[src/rtl/serial_paralelo1_pkg.sv]
// rtl/serial_paralelo1_pkg.sv - shared comma symbol and receiver state encodings
package serial_paralelo1_pkg;

  localparam logic [7:0] COMMA_CHAR = 8'hBC;

  typedef enum logic [1:0] {
    ST_HUNT   = 2'd0,
    ST_SYNC   = 2'd1,
    ST_LOCKED = 2'd2
  } state_t;

endpackage

[src/rtl/serial_paralelo1.sv]
// rtl/serial_paralelo1.sv - serial lane receiver: comma hunt, sync count, byte rebuild at clk_32f
module serial_paralelo1
  import serial_paralelo1_pkg::*;
#(
  parameter logic [7:0] COMMA    = COMMA_CHAR,
  parameter int         BC_COUNT = 4
) (
  input  logic       clk_32f,
  input  logic       reset,
  input  logic       data_in,
  output logic [7:0] data_out,
  output logic       valid_out,
  output logic       active
);

  localparam logic [3:0] BC_MAX = 4'(BC_COUNT);

  state_t     r_state;
  state_t     w_state_nxt;
  logic [7:0] r_sh;
  logic [2:0] r_bit_cnt;
  logic [2:0] w_bit_cnt_nxt;
  logic [3:0] r_bc_cnt;
  logic [3:0] w_bc_cnt_nxt;
  logic [7:0] r_data_out;
  logic [7:0] w_data_nxt;
  logic       r_valid;
  logic       w_valid_nxt;
  logic [7:0] w_nxt;
  logic       w_byte_done;
  logic       w_is_comma;

  // Window including the bit sampled on this edge; LSB-first so new bits enter at the top
  assign w_nxt       = {data_in, r_sh[7:1]};
  assign w_byte_done = (r_bit_cnt == 3'd7);
  assign w_is_comma  = (w_nxt == COMMA);

  always_ff @(posedge clk_32f or posedge reset) begin
    if (reset) begin
      r_state    <= ST_HUNT;
      r_sh       <= 8'h00;
      r_bit_cnt  <= 3'd0;
      r_bc_cnt   <= 4'd0;
      r_data_out <= 8'h00;
      r_valid    <= 1'b0;
    end else begin
      r_state    <= w_state_nxt;
      r_sh       <= w_nxt;
      r_bit_cnt  <= w_bit_cnt_nxt;
      r_bc_cnt   <= w_bc_cnt_nxt;
      r_data_out <= w_data_nxt;
      r_valid    <= w_valid_nxt;
    end
  end

  always_comb begin
    w_state_nxt   = ST_HUNT;
    w_bit_cnt_nxt = r_bit_cnt + 3'd1;
    w_bc_cnt_nxt  = r_bc_cnt;
    w_data_nxt    = 8'h00;
    w_valid_nxt   = 1'b0;
    case (r_state)
      ST_HUNT: begin
        w_bit_cnt_nxt = 3'd0;
        w_bc_cnt_nxt  = 4'd0;
        if (w_is_comma) begin
          w_bc_cnt_nxt = 4'd1;
          if (BC_MAX == 4'd1) w_state_nxt = ST_LOCKED;
          else                w_state_nxt = ST_SYNC;
        end
      end
      ST_SYNC: begin
        w_state_nxt = ST_SYNC;
        if (w_byte_done) begin
          if (!w_is_comma) begin
            w_state_nxt   = ST_HUNT;
            w_bc_cnt_nxt  = 4'd0;
            w_bit_cnt_nxt = 3'd0;
          end else if (r_bc_cnt + 4'd1 >= BC_MAX) begin
            w_state_nxt  = ST_LOCKED;
            w_bc_cnt_nxt = BC_MAX;
          end else begin
            w_bc_cnt_nxt = r_bc_cnt + 4'd1;
          end
        end
      end
      ST_LOCKED: begin
        w_state_nxt = ST_LOCKED;
        w_data_nxt  = r_data_out;
        w_valid_nxt = r_valid;
        if (w_byte_done) begin
          w_data_nxt  = w_nxt;
          w_valid_nxt = !w_is_comma;
        end
      end
      default: begin
        w_bit_cnt_nxt = 3'd0;
        w_bc_cnt_nxt  = 4'd0;
      end
    endcase
  end

  assign data_out  = r_data_out;
  assign valid_out = r_valid;
  assign active    = (r_state == ST_LOCKED);

endmodule

[config.mk]
export PLATFORM = sky130hd
export DESIGN_NAME = serial_paralelo1
export DESIGN_NICKNAME = d
export VERILOG_FILES = /design/src/rtl/serial_paralelo1_pkg.sv /design/src/rtl/serial_paralelo1.sv
export SDC_FILE = /design/constraint.sdc
export NUM_CORES = 1
export LEC_CHECK = 0
export ABC_AREA = 1
export CORE_AREA = 2 2 54 56
export CTS_BUF_LIST = sky130_fd_sc_hd__clkbuf_4
export CTS_CLUSTER_SIZE = 30
export DETAILED_ROUTE_END_ITERATION = 8
export DIE_AREA = 0 0 56 58
export GPL_ROUTABILITY_DRIVEN = 0
export HOLD_SLACK_MARGIN = 0.03
export PLACE_DENSITY = 0.7
export SYNTH_ARGS = -nofsm -noshare
export SYNTH_HDL_FRONTEND = slang
export SYNTH_SLANG_ARGS = --single-unit
[constraint.sdc]
create_clock -name clk_32f -period 1.6 [get_ports clk_32f]
set_input_delay 0.32 -clock clk_32f [delete_from_list [all_inputs] [get_ports clk_32f]]
set_output_delay 0.32 -clock clk_32f [all_outputs]
set_load 0.005 [all_outputs]
==> results.json, run 1 <==
{
  "status": "finished clean",
  "rr_startpoint": "r_state[0]",
  "path_buf_inv": 1,
  "antenna_found_initial": 0,
  "hold_viol": 0,
  "critPathMaxFanout": 2,
  "crit_arrival_ps": 1190,
  "fp.dieH_um": 58,
  "slowest_stage": "clkdlybuf4s50_1",
  "die_w_um": 56,
  "dr.first_iter.drc_count": 27,
  "grt_pass1_wl_mm": 3.47,
  "final_nets": 144,
  "layout_commonest_cell": "dfrtp_1",
  "ir_worst_vdd_uv": 554,
  "dr.pass1.iters": 3,
  "slowest_delay_ps": 500,
  "cts_tree": "yes",
  "p_int_uw": 784,
  "cellPowerDensity_nw_per_um2": 770,
  "yosysTopAreaCellShare": 0.539,
  "synth_area_leaders": "dfrtp_1, nand3_1, ha_1",
  "tightest_slew_ps": 306,
  "viasPerCell": 4.85,
  "tns_ps": 0,
  "required_ps": 1280,
  "grt_pass1_vias": 804,
  "placementRows": 19,
  "diodes": 0,
  "finClkSkew_ps": 6.86,
  "drt-total-wl_mm": 1.90,
  "cts_root_buf": "clkbuf_4",
  "syn_area_per_cell_sq_um": 10.0,
  "drc": 0,
  "core_sq_um": 2660,
  "finalCritPeriodShare": 0.946,
  "post_drt_wl_per_cell_um": 11.6,
  "drive_above_1_share": 0.211,
  "grt.overflow.total": 0,
  "clock-sinks": 25,
  "ys_warn_count": 0,
  "utilization": 0.510,
  "r2r_end": "r_bit_cnt[2]",
  "ioPinCount": 13,
  "slew_violations": 0,
  "rrSetupSlack_ps": 160,
  "critPathKind": "reg2out",
  "hold_class": "in2async",
  "p_sw_uw": 262,
  "port_buffers": 12,
  "grt_usage": 0.138,
  "swShare": 0.251,
  "syn2layout_area_growth_pct": 17.2,
  "grt_max_degree": 26,
  "path_delay_family": "buffers and inverters",
  "h-tree-depth": 1,
  "path_cells": "clkdlybuf4s50_1",
  "yosysUniqueCellTypes": 22,
  "yosysSeqAreaShare": 0.539,
  "netlist.top_cell.by_area": "dfrtp_1",
  "synthCells": 116,
  "cts_inserted_buffers": 3,
  "regArea_sq_um": 626,
  "ys_ff_latch": 25,
  "clk_pin_slew_ps": 130,
  "setup_violations": 0,
  "crit_path_end_kind": "primary output",
  "maxSlewHeadroom": 0.796,
  "clock_latency_ps": 320,
  "multi_input_area_sq_um": 449,
  "vias": 795,
  "cap_violations": 0,
  "p_comb_frac": 0.099,
  "start_util": 0.436,
  "hpwl_mm": 1.45,
  "syn-cell-area_sq_um": 1160,
  "fmax_mhz": 661,
  "syn-num-nets": 126,
  "pwr-share-clk": 0.267,
  "rsz0062_at_grt": "no",
  "ctsLongestPathBuffers": 2,
  "fin_crit_ps": 1510,
  "dieArea_sq_um": 3250,
  "seqPwrFrac": 0.634,
  "n_fill_cell": 250,
  "start_kind": "flop",
  "rr_worst_depth": 6,
  "leakage_nw": 0.693,
  "final_cell_mix": "dfrtp_1, nand2_1, nand3_1",
  "antenna_left": 0
}
-- layer usage --
layer,up-vias,global-route usage,wire [um]
met5,-,0,0
met4,0,0.0714,40
li1,407,-,-
met3,4,0.0201,35
met2,7,0.218,946
met1,377,0.186,879
-- power by group through the flow --
stage	logic (mW)	registers (mW)	clock network (mW)
3_5_place_dp	0.0960	0.679	0
3_3_place_gp	0.0949	0.677	0
2_1_floorplan	0.0734	0.674	0
5_1_grt	0.117	0.666	0.321
6_report	0.103	0.663	0.280
4_1_cts	0.106	0.663	0.292
-- synth_stat cells --
cell type / count
nand3_2: 1
nand3_1: 18
clkinv_1: 1
inv_1: 14
a21oi_2: 2
ha_1: 7
o21ai_2: 2
inv_4: 1
nand2_2: 4
a21oi_4: 1
buf_2: 2
o21ai_1: 1
o211a_1: 1
inv_2: 1
o22ai_2: 1
nor2_2: 4
nor2_1: 4
nor2_8: 1
buf_6: 1
dfrtp_1: 25
o21ai_0: 4
nand2_1: 20
-- area by class of cell --
type,instances,area share
multi-input combinational,71,0.331
tap,31,0.0285
clock buffer,3,0.0166
inverter,17,0.0488
timing repair buffer,16,0.110
clock inverter,1,0.00552
sequential,25,0.460
-- logic make-up after synthesis --
family                     count (synthesis)  share of synthesized area
DFF                                       25                      0.539
and+or+nand+nor                           52                      0.224
adders and majority gates                  7                     0.0755
buffers and inverters                     20                     0.0755
AOI/OAI and AO/OA                         12                     0.0852
-- repair_timing --
item,in CTS,in global routing
setup buffers,1,0
resized for setup,2,1
setup endpoints to repair,1,1
hold buffers,0,0
-- flip-flops by register name, indices dropped and copies added, names as in the netlist --
signal	count
data_out	8
r_bc_cnt	4
r_bit_cnt	3
r_sh	7
r_state	2
valid_out	1
-- stage by stage --
step | instances | power, mW | area (sq um) | worst slack (ps) | hold WS [ps]
floorplan | 116 | 0.747 | 1160 | 249 | 347
global placement | 159 | 0.772 | 1320 | 70.1 | 363
detailed placement | 159 | 0.775 | 1320 | 65.7 | 367
CTS | 164 | 1.06 | 1360 | 44.1 | 345
global route | 164 | 1.10 | 1360 | 22.7 | 369
finish | 164 | 1.05 | 1360 | 86.0 | 333
-- worst max path at each step --
stage / from / cells after the start / slack (ps) / to
after floorplan: r_state[0] / 7 / 250 / r_bit_cnt[0]
after global placement: r_state[0] / 7 / 70 / r_bit_cnt[2]
after detailed placement: r_state[0] / 7 / 70 / r_bit_cnt[2]
after CTS: r_state[0] / 3 / 40 / active
after global routing: valid_out / 1 / 20 / valid_out
final: data_out[0] / 1 / 90 / data_out[0]
Note: power is estimated with default switching activity, not from simulation.
==> run 2: changes to the inputs <==
Settings changed: SETUP_SLACK_MARGIN set to 0.02, TNS_END_PERCENT set to 50.
==> results of run 2 <==
Final layout, timing and power as in run 1 (identical DEF).
==> run 3: changes to the inputs <==
Settings changed: CTS_CLUSTER_SIZE 30 to unset.
==> results of run 3 <==
Final layout, timing and power as in run 1 (identical DEF).
